File: src/rtl/ccip_avmm_pkg.sv
// ---------------------------------------------------------------------------
// ccip_avmm_pkg
// Shared widths and types for the CCI-P MMIO AVMM slice.
//   CCIP_AVMM_MMIO_ADDR_WIDTH / CCIP_AVMM_MMIO_DATA_WIDTH : MMIO AVMM bus widths
//   t_mmio_arb_id    : identifies one of the two MMIO masters (also the read tag)
//   t_mmio_arb_state : arbiter FSM state (ARB = free to choose, HOLD = locked)
// ---------------------------------------------------------------------------
package ccip_avmm_pkg;

  localparam int CCIP_AVMM_MMIO_ADDR_WIDTH = 18;
  localparam int CCIP_AVMM_MMIO_DATA_WIDTH = 64;

  typedef enum logic {
    ARB_M0 = 1'b0,
    ARB_M1 = 1'b1
  } t_mmio_arb_id;

  typedef enum logic {
    ARB  = 1'b0,
    HOLD = 1'b1
  } t_mmio_arb_state;

endpackage

File: src/rtl/ccip_avmm_mmio_arb_tagfifo.sv
// ---------------------------------------------------------------------------
// ccip_avmm_mmio_arb_tagfifo
// Register-based in-order FIFO of read tags (which master issued each read).
// The head entry is visible combinationally so a response can be routed in the
// same cycle it arrives. Push and pop in the same cycle leave occupancy
// unchanged and are accepted even when full.
// Ports:
//   clk, reset   : clock, synchronous active-high reset (flushes all tags)
//   push, push_id: enqueue a tag
//   pop          : dequeue head (ignored when empty)
//   head_id      : tag at the head
//   full, empty  : occupancy flags
// ---------------------------------------------------------------------------
module ccip_avmm_mmio_arb_tagfifo
  import ccip_avmm_pkg::*;
#(
  parameter int DEPTH = 16,
  parameter int AW    = $clog2(DEPTH)
) (
  input  logic         clk,
  input  logic         reset,
  input  logic         push,
  input  t_mmio_arb_id push_id,
  input  logic         pop,
  output t_mmio_arb_id head_id,
  output logic         full,
  output logic         empty
);

  localparam logic [AW:0] FULL_CNT = (AW+1)'(DEPTH);

  t_mmio_arb_id   mem_q [DEPTH];
  logic [AW-1:0]  wr_ptr_q;
  logic [AW-1:0]  rd_ptr_q;
  logic [AW:0]    count_q;
  logic           push_ok;
  logic           pop_ok;

  assign full    = (count_q == FULL_CNT);
  assign empty   = (count_q == '0);
  assign head_id = mem_q[rd_ptr_q];

  // A push into a full FIFO is only safe when the head leaves in the same cycle.
  assign pop_ok  = pop & ~empty;
  assign push_ok = push & (~full | pop_ok);

  always_ff @(posedge clk) begin
    if (push_ok) begin
      mem_q[wr_ptr_q] <= push_id;
    end
  end

  always_ff @(posedge clk) begin
    if (reset) begin
      wr_ptr_q <= '0;
      rd_ptr_q <= '0;
      count_q  <= '0;
    end else begin
      // Pointers wrap naturally: DEPTH is a power of two.
      if (push_ok) wr_ptr_q <= wr_ptr_q + AW'(1);
      if (pop_ok)  rd_ptr_q <= rd_ptr_q + AW'(1);
      case ({push_ok, pop_ok})
        2'b10:   count_q <= count_q + (AW+1)'(1);
        2'b01:   count_q <= count_q - (AW+1)'(1);
        default: count_q <= count_q;
      endcase
    end
  end

endmodule

File: src/rtl/ccip_avmm_mmio_arb.sv
// ---------------------------------------------------------------------------
// ccip_avmm_mmio_arb
// Two-master round-robin arbiter in front of the shared MMIO AVMM slave.
// m0 = host MMIO path (CCI-P bridge), m1 = internal config master.
// Command path is combinational; read responses are routed back through an
// in-order tag FIFO with zero added latency.
//
// Handshake: a master holds m*_read/m*_write (and address/data) until it sees
// m*_waitrequest low in a cycle; that cycle is the accept. The slave side obeys
// the same rule, and once the slave stalls a command the grant is locked (HOLD)
// so s_* stays stable until the slave accepts it.
//
// Ports:
//   clk, reset                 : clock, synchronous active-high reset
//   m{0,1}_*                   : AVMM master-side ports (slave-facing to masters)
//   s_*                        : AVMM master port towards the shared slave
//   rsp_orphan                 : sticky, a response arrived with no read pending
//   dbg_state                  : current arbiter FSM state
// Optional build macro CCIP_AVMM_MMIO_ARB_STATS_EN adds saturating counters
//   stat_m0_cmds, stat_m1_cmds (accepted commands), stat_stall_cycles
//   (cycles in which any asserted command saw waitrequest).
// ---------------------------------------------------------------------------
module ccip_avmm_mmio_arb
  import ccip_avmm_pkg::*;
#(
  parameter int MAX_PENDING_RD = 16,
  localparam int RD_TAG_AW     = $clog2(MAX_PENDING_RD),
  localparam int AW            = CCIP_AVMM_MMIO_ADDR_WIDTH,
  localparam int DW            = CCIP_AVMM_MMIO_DATA_WIDTH
) (
  input  logic            clk,
  input  logic            reset,
  // master 0 (host MMIO)
  input  logic [AW-1:0]   m0_address,
  input  logic [DW-1:0]   m0_writedata,
  input  logic [DW/8-1:0] m0_byteenable,
  input  logic            m0_write,
  input  logic            m0_read,
  output logic            m0_waitrequest,
  output logic [DW-1:0]   m0_readdata,
  output logic            m0_readdatavalid,
  // master 1 (internal config)
  input  logic [AW-1:0]   m1_address,
  input  logic [DW-1:0]   m1_writedata,
  input  logic [DW/8-1:0] m1_byteenable,
  input  logic            m1_write,
  input  logic            m1_read,
  output logic            m1_waitrequest,
  output logic [DW-1:0]   m1_readdata,
  output logic            m1_readdatavalid,
  // shared slave
  output logic [AW-1:0]   s_address,
  output logic [DW-1:0]   s_writedata,
  output logic [DW/8-1:0] s_byteenable,
  output logic            s_write,
  output logic            s_read,
  input  logic            s_waitrequest,
  input  logic [DW-1:0]   s_readdata,
  input  logic            s_readdatavalid,
  // status
  output logic            rsp_orphan,
  output t_mmio_arb_state dbg_state
`ifdef CCIP_AVMM_MMIO_ARB_STATS_EN
  ,
  output logic [31:0]     stat_m0_cmds,
  output logic [31:0]     stat_m1_cmds,
  output logic [31:0]     stat_stall_cycles
`endif
);

  t_mmio_arb_state state_q, state_d;
  t_mmio_arb_id    gnt_q, rr_last_q, grant;
  logic            grant_valid;
  logic            req0, req1;
  logic            g_write, g_read, cmd_issue, cmd_accept;
  logic            orphan_q;
  logic            tag_push, tag_pop, tag_full, tag_empty;
  t_mmio_arb_id    tag_head;

  // A read can only become a request while a tag slot is free.
  assign req0 = m0_write | (m0_read & ~tag_full);
  assign req1 = m1_write | (m1_read & ~tag_full);

  // ---------------- arbitration ----------------
  always_comb begin
    grant       = ARB_M0;
    grant_valid = 1'b0;
    if (!reset) begin
      if (state_q == HOLD) begin
        grant       = gnt_q;
        grant_valid = 1'b1;
      end else begin
        case ({req1, req0})
          2'b01: begin grant = ARB_M0; grant_valid = 1'b1; end
          2'b10: begin grant = ARB_M1; grant_valid = 1'b1; end
          2'b11: begin
            grant       = (rr_last_q == ARB_M0) ? ARB_M1 : ARB_M0;
            grant_valid = 1'b1;
          end
          default: begin grant = ARB_M0; grant_valid = 1'b0; end
        endcase
      end
    end
  end

  // Write wins over a simultaneous read from the same master (protocol error).
  assign g_write    = grant_valid & ((grant == ARB_M1) ? m1_write : m0_write);
  assign g_read     = grant_valid & ~g_write & ~tag_full &
                      ((grant == ARB_M1) ? m1_read : m0_read);
  assign cmd_issue  = g_write | g_read;
  assign cmd_accept = cmd_issue & ~s_waitrequest;

  // ---------------- state register ----------------
  always_ff @(posedge clk) begin
    if (reset) begin
      state_q   <= ARB;
      gnt_q     <= ARB_M0;
      rr_last_q <= ARB_M1;
      orphan_q  <= 1'b0;
    end else begin
      state_q <= state_d;
      if ((state_q == ARB) && cmd_issue && s_waitrequest) gnt_q <= grant;
      if (cmd_accept) rr_last_q <= grant;
      if (s_readdatavalid && tag_empty) orphan_q <= 1'b1;
    end
  end

  // ---------------- next state ----------------
  always_comb begin
    state_d = state_q;
    case (state_q)
      ARB:     if (cmd_issue && s_waitrequest) state_d = HOLD;
      HOLD:    if (!s_waitrequest) state_d = ARB;
      default: state_d = ARB;
    endcase
  end

  // ---------------- outputs ----------------
  always_comb begin
    s_address        = (grant == ARB_M1) ? m1_address    : m0_address;
    s_writedata      = (grant == ARB_M1) ? m1_writedata  : m0_writedata;
    s_byteenable     = (grant == ARB_M1) ? m1_byteenable : m0_byteenable;
    s_write          = g_write;
    s_read           = g_read;
    m0_waitrequest   = 1'b1;
    m1_waitrequest   = 1'b1;
    if (cmd_issue) begin
      if (grant == ARB_M1) m1_waitrequest = s_waitrequest;
      else                 m0_waitrequest = s_waitrequest;
    end
    tag_push         = cmd_accept & g_read;
    tag_pop          = ~reset & s_readdatavalid & ~tag_empty;
    m0_readdatavalid = tag_pop & (tag_head == ARB_M0);
    m1_readdatavalid = tag_pop & (tag_head == ARB_M1);
  end

  // Broadcast data; only the master with readdatavalid takes it.
  assign m0_readdata = s_readdata;
  assign m1_readdata = s_readdata;
  assign rsp_orphan  = orphan_q;
  assign dbg_state   = state_q;

  ccip_avmm_mmio_arb_tagfifo #(
    .DEPTH (MAX_PENDING_RD),
    .AW    (RD_TAG_AW)
  ) u_tagfifo (
    .clk     (clk),
    .reset   (reset),
    .push    (tag_push),
    .push_id (grant),
    .pop     (tag_pop),
    .head_id (tag_head),
    .full    (tag_full),
    .empty   (tag_empty)
  );

`ifdef CCIP_AVMM_MMIO_ARB_STATS_EN
  logic stall_now;
  assign stall_now = ((m0_read | m0_write) & m0_waitrequest) |
                     ((m1_read | m1_write) & m1_waitrequest);

  always_ff @(posedge clk) begin
    if (reset) begin
      stat_m0_cmds      <= '0;
      stat_m1_cmds      <= '0;
      stat_stall_cycles <= '0;
    end else begin
      if (cmd_accept && (grant == ARB_M0) && (stat_m0_cmds != '1))
        stat_m0_cmds <= stat_m0_cmds + 32'd1;
      if (cmd_accept && (grant == ARB_M1) && (stat_m1_cmds != '1))
        stat_m1_cmds <= stat_m1_cmds + 32'd1;
      if (stall_now && (stat_stall_cycles != '1))
        stat_stall_cycles <= stat_stall_cycles + 32'd1;
    end
  end
`endif

endmodule
File: config.mk
export PLATFORM = sky130hd
export DESIGN_NAME = ccip_avmm_mmio_arb
export DESIGN_NICKNAME = d
export VERILOG_FILES = /design/src/rtl/ccip_avmm_pkg.sv /design/src/rtl/ccip_avmm_mmio_arb_tagfifo.sv /design/src/rtl/ccip_avmm_mmio_arb.sv
export SDC_FILE = /design/constraint.sdc
export NUM_CORES = 1
export LEC_CHECK = 0
export CAP_MARGIN = 10
export CORE_AREA = 4 4 181 183
export DETAILED_ROUTE_END_ITERATION = 12
export DIE_AREA = 0 0 185 187
export SYNTH_ARGS = -nofsm -noshare
export SYNTH_HDL_FRONTEND = slang
export SYNTH_SLANG_ARGS = --single-unit
File: constraint.sdc
create_clock -name clk -period 7.6 [get_ports clk]
set_clock_uncertainty 0.2 [all_clocks]
set_input_delay 2.28 -clock clk [delete_from_list [all_inputs] [get_ports clk]]
set_output_delay 2.28 -clock clk [all_outputs]
set_load 0.02 [all_outputs]
==> flow_summary.yaml <==
power:
  p_sw_w: 0.000285
  irDropWorstVdd_v: 0.0000780
  power_frac_clock_pct: 26.4
  intPower_w: 0.000592
  powerDensity_nw_per_um2: 134
  seq_power_share_pct: 24.6
  combPwrFrac_pct: 49.0
  leakage_nw: 2.74
  swShare_pct: 32.5
clocking:
  cts_buffer_depth: 2
  ctsHoldBuffers: 0
  cts_buffers: 5
  cts-resized-gates: 0
  post-cts-setup-buffer-count: 0
  ctsRootBufferMaster: "clkbuf_16"
  clock-sinks: 37
  cts_max_level: 2
  clock_latency_ns: 0.28
  clk_pin_slew_worst_paths_ns: 0.05
  cts_tree: "done"
floorplanning:
  die_h_um: 187
  ioPinCount: 478
  core_area_um2: 31200
  row_count: 65
  die_w_um: 185
  die_area_um2: 34600
  initial_core_util_pct: 12.6
drt:
  initialDrtViolationCount: 234
  vias: 4158
  wl_mm: 22.8
  drc: 0
  firstDrtPassIters: 4
  ant_nets: 0
  wire_per_inst_um: 20.0
  viasPerCell: 3.64
worst_setup_path:
  path_buf_inv: 4
  crit_required_ns: 5.12
  crit_path_start_kind: "input port"
  max_stage_delay_ns: 0.63
  crit_cells: 9
  cp_slowest_cell: "clkdlybuf4s50_1"
  worstPathMaxFanout: 50
  worstPathArrival_ns: 4.72
  cp_top_family: "buffers and inverters"
  end_kind: "output port"
  r2r_cells: 14
  crit_path_cell_trace: "clkdlybuf4s50_1 > nor3_1 > nor3_1 > nand3_4 > inv_4 > buf_12 > nand2_1 > nand2_1 > clkdlybuf4s50_1"
  criticalPathCategory: "input port to output port"
grt:
  use_met1_pct: 12.2
  grt_pass1_wl_mm: 31.0
  grt-ovfl-total: 0
  grt_max_degree: 62
  grt_use_met3_pct: 10.8
  gr-usage-met2_pct: 19.8
  grtUsageTotal_pct: 12.3
  antenna_found_initial: 8
  grt_pass1_vias: 4269
  grt.busiest_layer: "met2"
synth:
  synth.area.top_cells: "nand2_1 (27%), buf_4 (24%), edfxtp_1 (12%)"
  synth_top_area_cell: "nand2_1"
  netlist.area_leader.share_pct: 27.4
  syn_area_per_cell_um2: 6.60
  yosysSeqAreaShare_pct: 23.0
  synth_warnings: 0
  ys.flop_type: "dfxtp_1"
  synth_area_um2: 3930
  async_flop_share_pct: 0
  synth.distinct_cells: 41
  syn_inst: 595
  syn_nets: 855
  synth_edf_count: 16
  synth-seq-cells: 37
timing:
  setup_viol: 0
  rsz0062_at_grt: "false"
  finalCriticalPeriod_ns: 7.20
  hold_violations: 0
  fin_setup_tns_ns: 0
  slew_headroom_pct: 70.8
  slew_viol_final: 0
  worst_slew_pin_slew_ns: 0.433
  max_freq_mhz: 139
  fin_crit_sh_pct: 94.7
  setup_ws_ns: 0.405
placement:
  placement.setup.worst_slack_ns: 0.425
  dp_hpwl_mm: 20.3
  routabilityCongestion: 0.856
  portBuffers: 285
min_path:
  hold_class: "register to register"
  whs_path_depth: 2
finish:
  nets: 997
  nFillCells: 3508
  drive_gt1_share_pct: 5.15
  syn_to_final_growth_pct: 66.9
  multiInputGateArea_um2: 1910
  regArea_um2: 901
job:
  cap_violations: 0
status:
  status: "finished clean"
cell families (layout without fill, tap and decap cells):
logic type                 after synthesis  after routing  share of synthesized area [%]
adders and majority gates                8              8                           2.55
other                                    0              1                              0
muxes                                   10             10                           4.14
buffers and inverters                  165            308                           28.6
AOI/OAI and AO/OA                       23             23                           5.00
and+or+nand+nor                        343            343                           34.7
DFF                                     37             37                           23.0
xor gates and xnor gates                 9              9                           2.01
cells in the mapped netlist (all sizes together), types with 2 or more instances:
| cell type | count |
|---|---|
| a21o | 2 |
| a21oi | 7 |
| a311o | 2 |
| a41oi | 2 |
| buf | 143 |
| clkbuf | 13 |
| dfxtp | 21 |
| edfxtp | 16 |
| ha | 8 |
| inv | 9 |
| mux2i | 5 |
| mux4 | 5 |
| nand2 | 286 |
| nand2b | 5 |
| nand3 | 2 |
| nand4 | 3 |
| nor2 | 27 |
| nor2b | 3 |
| nor3 | 9 |
| o21ai | 2 |
| or4 | 2 |
| xnor2 | 3 |
| xor2 | 6 |
routing by layer:
layer | routed length, um | up-vias
li1 | - | 2020
met1 | 7150 | 1788
met2 | 10600 | 306
met3 | 4640 | 34
met4 | 358 | 10
met5 | 61 | -
power by group through the flow:
stage	sequential [W]	clock, W	combinational (W)
2_1_floorplan	0.000220	0	0.000264
6_report	0.000215	0.000232	0.000430
3_5_place_dp	0.000220	0	0.000436
3_3_place_gp	0.000220	0	0.000436
4_1_cts	0.000216	0.000238	0.000438
5_1_grt	0.000216	0.000245	0.000461
path summary, 6_finish.rpt:
path	start	end	slack, ns
min reg2reg	rsp_orphan	rsp_orphan	0.28
min	rsp_orphan	rsp_orphan	0.28
max	m1_write	s_writedata[0]	0.40
max reg2reg	u_tagfifo.count_q[1]	u_tagfifo.count_q[4]	3.32
final cells by class:
cell class / count / share of cell area [%]
repair buffers: 291 / 46.2
multi-input cells: 393 / 29.2
flip-flops and latches: 37 / 13.7
well taps: 402 / 7.68
clock buffers: 6 / 1.97
clock inverters: 2 / 0.592
inverters: 9 / 0.554
diodes: 1 / 0.0382
cell usage in the layout (no fill, tap or decap), drive strengths merged, types with 6 or more instances in the layout:
master,synthesis,routed
inv,9,9
buf,143,19
nand2,286,286
dfxtp,21,21
xor2,6,6
nor3,9,9
nor2,27,27
clkdlybuf4s50,0,272
edfxtp,16,16
a21oi,7,7
ha,8,8
clkbuf,13,6
worst reg2reg max path, delay by kind of cell, from the launching register on:
kind                       cells  cell delay [ns]
DFF                            1             0.47
xor gates and xnor gates       2             0.32
AOI/OAI and AO/OA              6             1.88
and+or+nand+nor                3             0.64
buffers and inverters          1             0.12
adders and majority gates      2             0.54
stage by stage:
step           instance area (um2)  total power, W  utilization [%]  cells  hold slack (ns)
3_3_place_gp                  6380        0.000655             20.4   1132            0.249
3_5_place_dp                  6380        0.000656             20.4   1132            0.273
5_1_grt                       6550        0.000922             21.0   1140            0.315
4_1_cts                       6550        0.000892             21.0   1140            0.288
6_report                      6550        0.000877             21.0   1141            0.283
2_1_floorplan                 3930        0.000483                -    595            0.261
(Power assumes the default switching activity.)
